<file path="config.mk">
export PLATFORM = sky130hd
export DESIGN_NAME = field_dispatch_fsm_flat
export DESIGN_NICKNAME = d
export VERILOG_FILES = /design/src/rtl/field_dispatch_fsm_if.sv /design/src/rtl/field_dispatch_fsm.sv /design/src/flat_wrapper.sv
export SDC_FILE = /design/constraint.sdc
export NUM_CORES = 1
export LEC_CHECK = 0
export CAP_MARGIN = 40
export CORE_UTILIZATION = 32
export DETAILED_ROUTE_END_ITERATION = 8
export GPL_ROUTABILITY_DRIVEN = 0
export PLACE_DENSITY_LB_ADDON = 0.25
export SYNTH_ARGS = -nofsm -noshare
export SYNTH_HDL_FRONTEND = slang
export SYNTH_SLANG_ARGS = --single-unit
</file>
<file path="constraint.sdc">
create_clock -name clk -period 5.6 [get_ports clk]
set_input_delay 0.84 -clock clk [delete_from_list [all_inputs] [get_ports clk]]
set_output_delay 0.84 -clock clk [all_outputs]
set_load 0.02 [all_outputs]
</file>
<file path="src/rtl/field_dispatch_fsm_if.sv">
// -----------------------------------------------------------------------------
// field_dispatch_fsm_if
//
// Purpose: bundles every handshake, status and control signal of the field
// dispatcher so that it is passed around as one port. The dispatcher uses the
// master view. The surrounding pipeline (parsed-field FIFO, varint decoder,
// raw-data unit, output merger) uses the slave view.
//
// Signals
//   in_fifo_empty       parsed-field FIFO is empty
//   in_wire_type[2:0]   protobuf wire type of the FIFO head entry
//   in_fifo_pop         one-cycle pop of the FIFO head
//   varint_fifo_full    varint decoder input FIFO is full
//   varint_push         push the head field into the varint decoder
//   varint_index_d      output-order index tagged on a varint push
//   raw_data_fifo_full  raw-data unit input FIFO is full
//   raw_data_push       push the head field into the raw-data unit
//   raw_data_index_d    output-order index tagged on a raw-data push
//   index_retire        one-cycle pulse: the merger completed one index
//   flush               one-cycle pulse: drain, then reinitialise
//   outstanding[4:0]    dispatched-but-unretired index count
//   bad_count[7:0]      illegal wire types discarded (saturating)
//   underflow_err       sticky: a retire arrived with nothing outstanding
//   busy                dispatcher is anywhere but IDLE
// -----------------------------------------------------------------------------
interface field_dispatch_fsm_if;
  logic       in_fifo_empty;
  logic [2:0] in_wire_type;
  logic       in_fifo_pop;
  logic       varint_fifo_full;
  logic       varint_push;
  logic [9:0] varint_index_d;
  logic       raw_data_fifo_full;
  logic       raw_data_push;
  logic [9:0] raw_data_index_d;
  logic       index_retire;
  logic       flush;
  logic [4:0] outstanding;
  logic [7:0] bad_count;
  logic       underflow_err;
  logic       busy;

  // Dispatcher side.
  modport master (
    input  in_fifo_empty,
    input  in_wire_type,
    input  varint_fifo_full,
    input  raw_data_fifo_full,
    input  index_retire,
    input  flush,
    output in_fifo_pop,
    output varint_push,
    output varint_index_d,
    output raw_data_push,
    output raw_data_index_d,
    output outstanding,
    output bad_count,
    output underflow_err,
    output busy
  );

  // Surrounding pipeline side.
  modport slave (
    output in_fifo_empty,
    output in_wire_type,
    output varint_fifo_full,
    output raw_data_fifo_full,
    output index_retire,
    output flush,
    input  in_fifo_pop,
    input  varint_push,
    input  varint_index_d,
    input  raw_data_push,
    input  raw_data_index_d,
    input  outstanding,
    input  bad_count,
    input  underflow_err,
    input  busy
  );
endinterface

</file>
<file path="src/rtl/field_dispatch_fsm.sv">
// -----------------------------------------------------------------------------
// field_dispatch_fsm
//
// Purpose: takes parsed protobuf fields from the head of a FIFO and routes
// each one by wire type. Varints go to the varint decoder. Length-delimited,
// fixed32 and fixed64 fields go to the raw-data unit. Illegal wire types are
// popped and counted. Every dispatched field is tagged with a strictly
// sequential 10-bit output-order index that is shared by both targets. The
// number of dispatched-but-unretired indices is capped at MAX_OUTSTANDING so
// that the output merger cannot be overrun.
//
// Parameters
//   MAX_OUTSTANDING  credit limit, legal range 1..31 (default 16)
//
// Ports
//   clk    rising-edge clock for all state
//   reset  synchronous active-high reset
//   bus    field_dispatch_fsm_if.master (signal list in the interface file)
//
// Timing: a head entry seen in IDLE is pushed in the next cycle. The FSM then
// returns to IDLE, so it dispatches at most one field every two cycles.
// -----------------------------------------------------------------------------
module field_dispatch_fsm #(
  parameter int unsigned MAX_OUTSTANDING = 16
) (
  input  logic                 clk,
  input  logic                 reset,
  field_dispatch_fsm_if.master bus
);

  typedef enum logic [5:0] {
    ST_INIT   = 6'b000001,
    ST_IDLE   = 6'b000010,
    ST_V_DISP = 6'b000100,
    ST_R_DISP = 6'b001000,
    ST_BAD    = 6'b010000,
    ST_FLUSH  = 6'b100000
  } state_t;

  localparam logic [4:0] MAX_OUT = 5'(MAX_OUTSTANDING);

  state_t     state_reg;
  state_t     state_next;
  logic [9:0] next_index_reg;
  logic [9:0] varint_index_reg;
  logic [9:0] raw_index_reg;
  logic [4:0] outstanding_reg;
  logic [7:0] bad_count_reg;
  logic       underflow_reg;
  logic       flush_pend_reg;

  logic       pop_next;
  logic       varint_push_next;
  logic       raw_push_next;

  // ---------------------------------------------------------------------------
  // Wire-type classification. These are small constant lookup vectors indexed
  // by the 3-bit wire type. Type 0 is a varint. Types 1, 2 and 5 are raw data.
  // Everything else is illegal.
  // ---------------------------------------------------------------------------
  logic [7:0] varint_lut;
  logic [7:0] raw_lut;

  for (genvar gi = 0; gi < 8; gi++) begin : g_class
    assign varint_lut[gi] = (gi == 0);
    assign raw_lut[gi]    = (gi == 1) || (gi == 2) || (gi == 5);
  end

  logic head_varint;
  logic head_raw;
  logic head_illegal;

  assign head_varint  = varint_lut[bus.in_wire_type];
  assign head_raw     = raw_lut[bus.in_wire_type];
  assign head_illegal = ~(head_varint | head_raw);

  // A flush pulse seen in IDLE is acted on at once. One seen in any other
  // state waits in flush_pend_reg until the FSM is back in IDLE.
  logic flush_req;
  logic credit_out;
  logic dispatch;

  assign flush_req  = bus.flush | flush_pend_reg;
  assign credit_out = (outstanding_reg >= MAX_OUT);
  assign dispatch   = varint_push_next | raw_push_next;

  // ---------------------------------------------------------------------------
  // Next state and per-state strobes
  // ---------------------------------------------------------------------------
  always_comb begin
    state_next       = ST_INIT;
    pop_next         = 1'b0;
    varint_push_next = 1'b0;
    raw_push_next    = 1'b0;

    case (state_reg)
      ST_INIT: begin
        state_next = ST_IDLE;
      end

      ST_IDLE: begin
        // Illegal heads are discarded even when credits are exhausted, so a
        // bad entry can never block the FIFO behind a stalled merger.
        if (flush_req) begin
          state_next = ST_FLUSH;
        end else if (bus.in_fifo_empty) begin
          state_next = ST_IDLE;
        end else if (head_illegal) begin
          state_next = ST_BAD;
        end else if (credit_out) begin
          state_next = ST_IDLE;
        end else if (head_varint && !bus.varint_fifo_full) begin
          state_next = ST_V_DISP;
        end else if (head_raw && !bus.raw_data_fifo_full) begin
          state_next = ST_R_DISP;
        end else begin
          state_next = ST_IDLE;
        end
      end

      ST_V_DISP: begin
        state_next       = ST_IDLE;
        pop_next         = 1'b1;
        varint_push_next = 1'b1;
      end

      ST_R_DISP: begin
        state_next    = ST_IDLE;
        pop_next      = 1'b1;
        raw_push_next = 1'b1;
      end

      ST_BAD: begin
        state_next = ST_IDLE;
        pop_next   = 1'b1;
      end

      ST_FLUSH: begin
        // Hold here until the merger has retired everything in flight. INIT
        // then restarts the index sequence from zero.
        if (outstanding_reg == 5'd0) begin
          state_next = ST_INIT;
        end else begin
          state_next = ST_FLUSH;
        end
      end

      default: begin
        state_next = ST_INIT;
      end
    endcase
  end

  // ---------------------------------------------------------------------------
  // State register
  // ---------------------------------------------------------------------------
  always_ff @(posedge clk) begin
    if (reset) begin
      state_reg <= ST_INIT;
    end else begin
      state_reg <= state_next;
    end
  end

  // ---------------------------------------------------------------------------
  // Index allocation. The tag outputs are loaded on the IDLE->DISP transition.
  // As a result they already show next_index during the push cycle and then
  // hold that value until the next push to the same target.
  // ---------------------------------------------------------------------------
  always_ff @(posedge clk) begin
    if (reset) begin
      next_index_reg <= 10'd0;
    end else if (state_reg == ST_INIT) begin
      next_index_reg <= 10'd0;
    end else if (dispatch) begin
      next_index_reg <= next_index_reg + 10'd1;  // 1023 wraps to 0
    end
  end

  always_ff @(posedge clk) begin
    if (reset) begin
      varint_index_reg <= 10'd0;
      raw_index_reg    <= 10'd0;
    end else if (state_reg == ST_IDLE) begin
      if (state_next == ST_V_DISP) begin
        varint_index_reg <= next_index_reg;
      end
      if (state_next == ST_R_DISP) begin
        raw_index_reg <= next_index_reg;
      end
    end
  end

  // ---------------------------------------------------------------------------
  // Credit tracking. A dispatch and a retire in the same cycle cancel out. A
  // retire with nothing outstanding and no dispatch to cover it is dropped and
  // raises the sticky underflow flag.
  // ---------------------------------------------------------------------------
  logic retire_underflow;

  assign retire_underflow = bus.index_retire && !dispatch && (outstanding_reg == 5'd0);

  always_ff @(posedge clk) begin
    if (reset) begin
      outstanding_reg <= 5'd0;
    end else if (state_reg == ST_INIT) begin
      outstanding_reg <= 5'd0;
    end else if (dispatch && !bus.index_retire) begin
      outstanding_reg <= outstanding_reg + 5'd1;
    end else if (!dispatch && bus.index_retire && (outstanding_reg != 5'd0)) begin
      outstanding_reg <= outstanding_reg - 5'd1;
    end
  end

  always_ff @(posedge clk) begin
    if (reset) begin
      underflow_reg <= 1'b0;
    end else if (retire_underflow) begin
      underflow_reg <= 1'b1;
    end
  end

  // ---------------------------------------------------------------------------
  // Illegal-entry counter, saturating at 255
  // ---------------------------------------------------------------------------
  always_ff @(posedge clk) begin
    if (reset) begin
      bad_count_reg <= 8'd0;
    end else if ((state_reg == ST_BAD) && (bad_count_reg != 8'hFF)) begin
      bad_count_reg <= bad_count_reg + 8'd1;
    end
  end

  // ---------------------------------------------------------------------------
  // Deferred flush. Leaving IDLE is the point where any pending request is
  // consumed: either it just sent the FSM to FLUSH, or nothing was pending.
  // ---------------------------------------------------------------------------
  always_ff @(posedge clk) begin
    if (reset) begin
      flush_pend_reg <= 1'b0;
    end else if (state_reg == ST_IDLE) begin
      flush_pend_reg <= 1'b0;
    end else if (bus.flush) begin
      flush_pend_reg <= 1'b1;
    end
  end

  // ---------------------------------------------------------------------------
  // Outputs
  // ---------------------------------------------------------------------------
  assign bus.in_fifo_pop      = pop_next;
  assign bus.varint_push      = varint_push_next;
  assign bus.raw_data_push    = raw_push_next;
  assign bus.varint_index_d   = varint_index_reg;
  assign bus.raw_data_index_d = raw_index_reg;
  assign bus.outstanding      = outstanding_reg;
  assign bus.bad_count        = bad_count_reg;
  assign bus.underflow_err    = underflow_reg;
  assign bus.busy             = (state_reg != ST_IDLE);

endmodule

</file>
<file path="src/flat_wrapper.sv">
// flat-port wrapper written by rule: the top's interface ports become plain ports
module field_dispatch_fsm_flat 
#(
  parameter int unsigned MAX_OUTSTANDING = 16
)
  (clk, reset, bus_in_fifo_empty, bus_in_wire_type, bus_varint_fifo_full, bus_raw_data_fifo_full, bus_index_retire, bus_flush, bus_in_fifo_pop, bus_varint_push, bus_varint_index_d, bus_raw_data_push, bus_raw_data_index_d, bus_outstanding, bus_bad_count, bus_underflow_err, bus_busy);
  field_dispatch_fsm_if bus_i ();
  input  logic clk;
  input  logic reset;
  input wire logic [$bits(bus_i.in_fifo_empty)-1:0] bus_in_fifo_empty;
  input wire logic [$bits(bus_i.in_wire_type)-1:0] bus_in_wire_type;
  input wire logic [$bits(bus_i.varint_fifo_full)-1:0] bus_varint_fifo_full;
  input wire logic [$bits(bus_i.raw_data_fifo_full)-1:0] bus_raw_data_fifo_full;
  input wire logic [$bits(bus_i.index_retire)-1:0] bus_index_retire;
  input wire logic [$bits(bus_i.flush)-1:0] bus_flush;
  output wire logic [$bits(bus_i.in_fifo_pop)-1:0] bus_in_fifo_pop;
  output wire logic [$bits(bus_i.varint_push)-1:0] bus_varint_push;
  output wire logic [$bits(bus_i.varint_index_d)-1:0] bus_varint_index_d;
  output wire logic [$bits(bus_i.raw_data_push)-1:0] bus_raw_data_push;
  output wire logic [$bits(bus_i.raw_data_index_d)-1:0] bus_raw_data_index_d;
  output wire logic [$bits(bus_i.outstanding)-1:0] bus_outstanding;
  output wire logic [$bits(bus_i.bad_count)-1:0] bus_bad_count;
  output wire logic [$bits(bus_i.underflow_err)-1:0] bus_underflow_err;
  output wire logic [$bits(bus_i.busy)-1:0] bus_busy;
  assign bus_i.in_fifo_empty = bus_in_fifo_empty;
  assign bus_i.in_wire_type = bus_in_wire_type;
  assign bus_i.varint_fifo_full = bus_varint_fifo_full;
  assign bus_i.raw_data_fifo_full = bus_raw_data_fifo_full;
  assign bus_i.index_retire = bus_index_retire;
  assign bus_i.flush = bus_flush;
  assign bus_in_fifo_pop = bus_i.in_fifo_pop;
  assign bus_varint_push = bus_i.varint_push;
  assign bus_varint_index_d = bus_i.varint_index_d;
  assign bus_raw_data_push = bus_i.raw_data_push;
  assign bus_raw_data_index_d = bus_i.raw_data_index_d;
  assign bus_outstanding = bus_i.outstanding;
  assign bus_bad_count = bus_i.bad_count;
  assign bus_underflow_err = bus_i.underflow_err;
  assign bus_busy = bus_i.busy;
  field_dispatch_fsm #(.MAX_OUTSTANDING(MAX_OUTSTANDING)) u_core (.clk(clk), .reset(reset), .bus(bus_i));
endmodule
</file>
== Word-level counts from Yosys, hierarchy flattened ==
Memory sizes are Yosys's and may differ from the RTL's.
Cells that the tools add are included.
Word-level totals
  bits in latches: 0
  word-level logic and storage cells: 64
  ROM bits: 16
  register bits after elaboration: 51
  input bits: 10
  memory bits (writable): 0
  memories kept: 2
  output and inout port bits: 38
Memory list
  (name not given): words 8, width 1, read ports 1, clocked after memory_dff 0, write ports 0, RTL line field_dispatch_fsm.sv:74  | assign head_raw = raw_lut[bus.in_wire_type];
  (name not given): words 8, width 1, read ports 1, clocked after memory_dff 0, write ports 0, RTL line field_dispatch_fsm.sv:73  | assign head_varint = varint_lut[bus.in_wire_type];
Cells by class
  multiplexer cells: 15
  equal/unequal tests: 10
  divide/modulo/power cells: 0
  $mul: 0
  reduce and logical (&&, ||, !) cells: 20
  order comparisons: 2
  $add $sub $neg: 4
  bitwise gates (word level): 3
  shifts and indexed selects: 0
Operators by type and width (count)
  $mux 6: 6
  $pmux 6 s3: 1
  $eq 6x3->1 const B: 2
  $eq 6x4->1 const B: 2
  $add 10x1->10 const B: 1
  $mux 5: 2
  $add 8x1->8 const B: 1
  $ne 8x8->1 const B: 1
  $logic_and 1x1->1: 7
  $eq 6x1->1 const B: 1
  $eq 6x2->1 const B: 1
  $eq 6x5->1 const B: 1
  $eq 6x6->1 const B: 1
  $ne 6x2->1 const B: 1
  $add 5x1->5 const B: 1
  $ge 5x5->1 const B: 1
  $logic_not 5->1: 1
  $mux 1: 5
  $reduce_bool 5->1: 1
  $sub 5x1->5 const B: 1
  $logic_not 1->1: 4
  $lt 3x4->1 const B: 1
  $mux 4: 1
  $reduce_and 2->1: 2
  5 further kinds: 8

== Longest topological paths before layout ==
Gate-level depths: netlist of run 1.
  depth in word-level cells: 12
  mapped depth: 9
  mapped depth without buffers: 9

== Worst setup path after synthesis of run 1 ==
Ideal clock, no wire load.
  path type: reg2out
  start point: reg u_core.state_reg[0]
  end point: out bus_raw_data_push
  arrival: 1.491 ns
  path buffers: 0
  required time: 4.760 ns
  cell stages (with the launch flop): 3
  slack: 3.269 ns
  cell sequence: dfxtp_1 -> or4_4 -> nor3b_1
On the way
  word-level cells in the longest chain between the ends: 2
RTL lines
  start: declaration: RTL line field_dispatch_fsm.sv:42  | state_t state_reg;
  start signal: assignment: RTL line field_dispatch_fsm.sv:161  | state_reg <= state_next;
  $eq 6x4->1: RTL line field_dispatch_fsm.sv:96  | case (state_reg)
  $mux 1: RTL line field_dispatch_fsm.sv:96
  end: declaration: RTL line flat_wrapper.sv:19  | output wire logic [$bits(bus_i.raw_data_push)-1:0] bus_raw_data_push;
No other way between the ends.

== Worst setup path in the final report of run 1 ==
Ends and elaborated chain as after synthesis.

==> results of run 1 <==
[kinds of logic (layout without fill, tap and decap cells)]
group	after synthesis	after routing	share of synthesized area [%]
AND/OR/NAND/NOR	109	109	25.3
flip-flops	51	51	42.8
AO/OA/AOI/OAI	32	32	8.34
multiplexers	24	24	10.1
buffers and inverters	17	65	3.15
XOR/XNOR	16	16	5.87
adder cells (fa/ha/maj)	8	8	4.51
[metal layers]
metal  wire (um)  share of wire, %  vias to the layer above
met5           0                 0                        -
met4          46              0.88                        0
met3         251               4.8                        4
met2        2380                45                       34
met1        2560                49                      893
li1            -                 -                      985
[final timing paths]
kind / from / to / slack, ps / cells past startpoint
max: u_core.state_reg[0] / bus_raw_data_push / 2510 / 3
min: u_core.bus.varint_index_d[2] / u_core.bus.varint_index_d[2] / 500 / 2
max reg2reg: u_core.state_reg[0] / u_core.bus.outstanding[4] / 3280 / 8
min reg2reg: u_core.bus.varint_index_d[2] / u_core.bus.varint_index_d[2] / 500 / 2
[layout make-up]
class / count / area [um2]
clock buffer: 6 / 82.6
inverter: 9 / 33.8
tap: 99 / 124
sequential: 51 / 1020
fill: 758 / 4170
clock inverter: 1 / 5.00
timing repair buffer: 49 / 485
multi-input combinational: 189 / 1290
[worst max-delay path, stage by stage (launching register included)]
cell	delay [ps]
dfxtp_1	380
or4_4	590
nor3b_1	310
clkdlybuf4s50_1	670
[power by group]
part           switching (mW)  internal [mW]
sequential            0.00514          0.366
clock                   0.119         0.0973
combinational          0.0298         0.0234
total                   0.154          0.487
[placed cells by master, fill, tap and decap left out, drive strengths merged, types with 5 or more instances in the layout]
cell / instances
xnor2: 9
nor4: 5
inv: 9
nor2: 50
clkdlybuf4s50: 47
mux2i: 24
a21oi: 8
dfxtp: 51
a31oi: 6
nand4: 6
xor2: 7
nand2: 14
o21ai: 7
clkbuf: 6
ha: 7
==> results.toml, run 1 <==
[global_routing]
grt_pass1_wl_um = 8710
met1_usage_grt_pct = 18.3
groute.layer.met3.usage_pct = 3.08
global_route.usage.met2_pct = 24.5
antenna_found_initial = 0
grt_pass1_vias = 1806
grt_max_degree = 38
grt_most_used_layer = "met2"
gr-usage-all-layers_pct = 14.3
grt_overflow = 0

[timing]
fin_hold_ws_ps = 502
slew_viols_final = 0
max_slew.worst_pin.slew_ps = 499
setup-tns-final_ps = 0
finalHoldViolations = 0
setup_ws_ps = 2510
layout_worst_path_cycle_share_pct = 55.2
report.final.setup_viol = 0
clock-skew-final_ps = 8.31
finalWorstPathRequiredPeriod_ps = 3090
grt_setup_unrepaired = "false"
achievable-frequency_ghz = 0.324
relSlewSlack_pct = 66.5

[yosys]
postSynthAreaPerCell_um2 = 9.28
yosysUniqueCellTypes = 47
synth_area_leaders = "dfxtp_1, mux2i_1, nor2_1"
synth_enable_flop_cells = 0
synth_seq_area_share_pct = 42.8
yosys_warnings = 0
yosys.area.top_type = "dfxtp_1"
synth_fp_nets = 275
synth-main-ff-cell = "dfxtp_1"
ys_top_cells_by_count = "dfxtp_1, nor2_1, mux2i_1, nand2_1"
yosysMostFrequentCell = "dfxtp_1"
synth_area_mm2 = 0.00239
netlist.area_leader.share_pct = 42.8
synthesized_instance_count = 257
yosys_register_bits = 51
async_reset_ff_share_pct = 0

[layout]
area.growth.synth_to_final_pct = 27.5
finalNonFillerCells = 404
finish.instance_area_mm2 = 0.00304
layout.core_utilization_pct = 42.2
num_antenna_cells = 0
final_nets = 323
drive_gt1_share_pct = 5.90

[cts]
cts-resized-gates = 0
cts_root_buf = "clkbuf_8"
htree_num_levels = 2
clk-insertion-delay-late_ps = 300
clock_tree.buffer_depth = 2
cts-hold-fix-buffers = 0
cts_made_buffers = 5
clk_pin_slew_ps = 90
tritoncts_num_sinks = 51
tritoncts = "built"
post-cts-setup-buffers = 0

[route]
drt-initial-drc-count = 40
initial_drt_pass_iterations = 4
dr_vias = 1916
postRouteWirelength_um = 5240
drtAntennaViolNets = 0
average_via_count_per_standard_cell = 4.74
post-route-drc-count = 0
drt-wirelength-per-cell_um = 13.0

[setup_path]
cp-end-kind = "primary output"
worst-endpoint-required_ps = 4760
worstSetupStartpointType = "flip-flop"
critPathArrivalTime_ps = 2250
path_class = "flip-flop to primary output"
timing.critical_path.fanout_max = 6

[power_and_ir_drop]
totalPowerFinal_uw = 641
powerDensity_mw_per_mm2 = 211
leakage_component_of_the_power_nw = 1.16
ir_worst_vdd_uv = 101

[placed_design]
io_buffer_count = 47
hpwlAfterDp_um = 3650
dp_slack_ps = 2660
placed_cells = 397
post_dp_cell_area_mm2 = 0.00295

[status]
run_status = "finished, final reports clean"

[floorplanning]
area_of_the_die_mm2 = 0.00781
num_rows = 31
start_util_pct = 33.1
fp.dieW_um = 88.4
ioPinCount = 48
core_area_mm2 = 0.00721
die_h_um = 88.4

[worst_hold_path]
holdCritPathClass = "flip-flop to flip-flop"

[flow_run]
max-cap-violations = 0
Note: power is estimated with default switching activity, not from simulation.
==> inputs of run 2 (changes only) <==
clock period = 3 ns   (was 5.6 ns; I/O delays follow)
==> results.toml, run 2 (same netlist as run 1, synthesis figures left out) <==
[layout]
drive_gt1_share_pct = 6.21
area.growth.synth_to_final_pct = 28.7
filler_cell_count = 767
num_antenna_cells = 0
most-common-layout-cells = "dfxtp_1, nor2_1, clkdlybuf4s50_1, mux2i_1, nand2_1"
final_nets = 323
mostFrequentLayoutCell = "dfxtp_1"

[timing]
achievable-frequency_ghz = 0.371
setup-tns-final_ps = 0
slew_viols_final = 0
max_slew.worst_pin.slew_ps = 525
grt_setup_unrepaired = "false"
report.final.setup_viol = 0
relSlewSlack_pct = 64.8
clock-skew-final_ps = 7.84
layout_worst_path_cycle_share_pct = 90.0
finalHoldViolations = 0
finalWorstPathRequiredPeriod_ps = 2700

[global_routing]
gr-usage-all-layers_pct = 13.9
grt_pass1_wl_um = 8420
grt_max_degree = 37
antenna_found_initial = 0
grt_pass1_vias = 1795
grt_overflow = 0

[route]
dr_wl_met3_um = 247
postRouteWirelength_um = 5150
drt-wirelength-per-cell_um = 12.7
drtAntennaViolNets = 0
average_via_count_per_standard_cell = 4.74
post-route-drc-count = 0
route.layer.met1.wl_um = 2430
highest-signal-layer = "met4"
dr_vias = 1918
drt-initial-drc-count = 37
initial_drt_pass_iterations = 4
wl_met2_um = 2430

[power_and_ir_drop]
powerDensity_mw_per_mm2 = 419
totalPowerFinal_mw = 1.29
leakage_component_of_the_power_nw = 1.18
ir_worst_vdd_uv = 231

[worst_hold_path]
timing.hold.worst.start = "u_core.bus.raw_data_index_d[2]"
holdCritPathClass = "flip-flop to flip-flop"
holdPathStages = 2
hold_crit_endpoint = "u_core.bus.raw_data_index_d[2]"

[setup_path]
worst_r2r_endpoint = "u_core.bus.outstanding[4]"
worst_r2r_path_depth = 8
crit_family = "simple AND/OR/NAND/NOR gates"
cp-end-kind = "primary output"
crit-reg2reg-launch = "u_core.state_reg[0]"
highest_delay_cell_along_the_critical_path = "clkdlybuf4s50_1"
path_class = "flip-flop to primary output"
worst_case_register_to_register_setup_slack_ps = 730
worstPathCellList = "or4_4 > nor3b_1 > clkdlybuf4s50_1"
worstSetupStartpointType = "flip-flop"
timing.critical_path.fanout_max = 6
critPathArrivalTime_ps = 2250
worst-endpoint-required_ps = 2550
worst-path-buf-inv = 1
cp_slowest_stage_delay_ps = 670

[flow_run]
max-cap-violations = 0

[floorplanning]
core_area_mm2 = 0.00721
start_util_pct = 33.1
fp.dieW_um = 88.4
die_h_um = 88.4
area_of_the_die_mm2 = 0.00781
ioPinCount = 48
num_rows = 31

[placed_design]
hpwlAfterDp_um = 3720
io_buffer_count = 47

[status]
run_status = "finished, final reports clean"

[cts]
tritoncts_num_sinks = 51
cts_root_buf = "clkbuf_8"
cts_made_buffers = 5
post-cts-setup-buffers = 0
cts-hold-fix-buffers = 0
clock_tree.buffer_depth = 2
htree_num_levels = 2
clk-insertion-delay-late_ps = 300
clk_pin_slew_ps = 90
cts-resized-gates = 0
tritoncts = "built"
[run 2: cell types whose count changed in the layout (fill, tap and decap cells not counted)]
cell	previous run	this run
bufinv_16	0	1
[run 2: cell type report]
type | instances | area, um2 | share of cell area (%)
well taps | 99 | 124 | 4.03
clock buffers | 6 | 82.6 | 2.69
clock inverters | 2 | 35.0 | 1.14
inverters | 9 | 33.8 | 1.10
multi-input cells | 189 | 1290 | 42.0
repair buffers | 49 | 485 | 15.8
flip-flops and latches | 51 | 1020 | 33.2
[run 2: per-stage QoR]
step                worst slack [ps]  cells  instance area, um2  hold slack (ps)  utilization, %
global route                     192    405                3070              535            42.6
global placement                 477    397                2950              479            40.9
finish                           301    405                3070              497            42.6
detailed placement               441    397                2950              483            40.9
floorplan                        966    257                2390              470               -
CTS                              327    405                3070              504            42.6
[run 2: worst max path at each step]
stage | slack, ps | start | endpoint | cells past startpoint
4_1_cts | 330 | u_core.state_reg[0] | bus_raw_data_push | 3
2_1_floorplan | 970 | u_core.state_reg[0] | u_core.bus.outstanding[4] | 8
3_3_place_gp | 480 | bus_in_wire_type[0] | u_core.bus.raw_data_index_d[7] | 8
6_report | 300 | u_core.state_reg[0] | bus_raw_data_push | 3
5_1_grt | 190 | u_core.state_reg[0] | bus_raw_data_push | 3
3_5_place_dp | 440 | bus_in_wire_type[0] | u_core.bus.raw_data_index_d[3] | 8
[run 2: worst register-to-register path, delay by kind of cell (launching register included)]
family                     cells  cell delay [ps]
DFF                            1              390
and+or+nand+nor                5             1140
AOI/OAI and AO/OA              2              260
adders and majority gates      1              410
[run 2: metal layers]
metal,track usage [%],vias to the layer above
li1,-,986
met1,17.9,895
met2,23.4,32
met3,3.45,5
met4,3.52,0
met5,0,-
[run 2: power breakdown]
group | internal, mW | switching (mW)
sequential | 0.684 | 0.0100
clock | 0.270 | 0.226
combinational | 0.0437 | 0.0548
total | 0.997 | 0.291
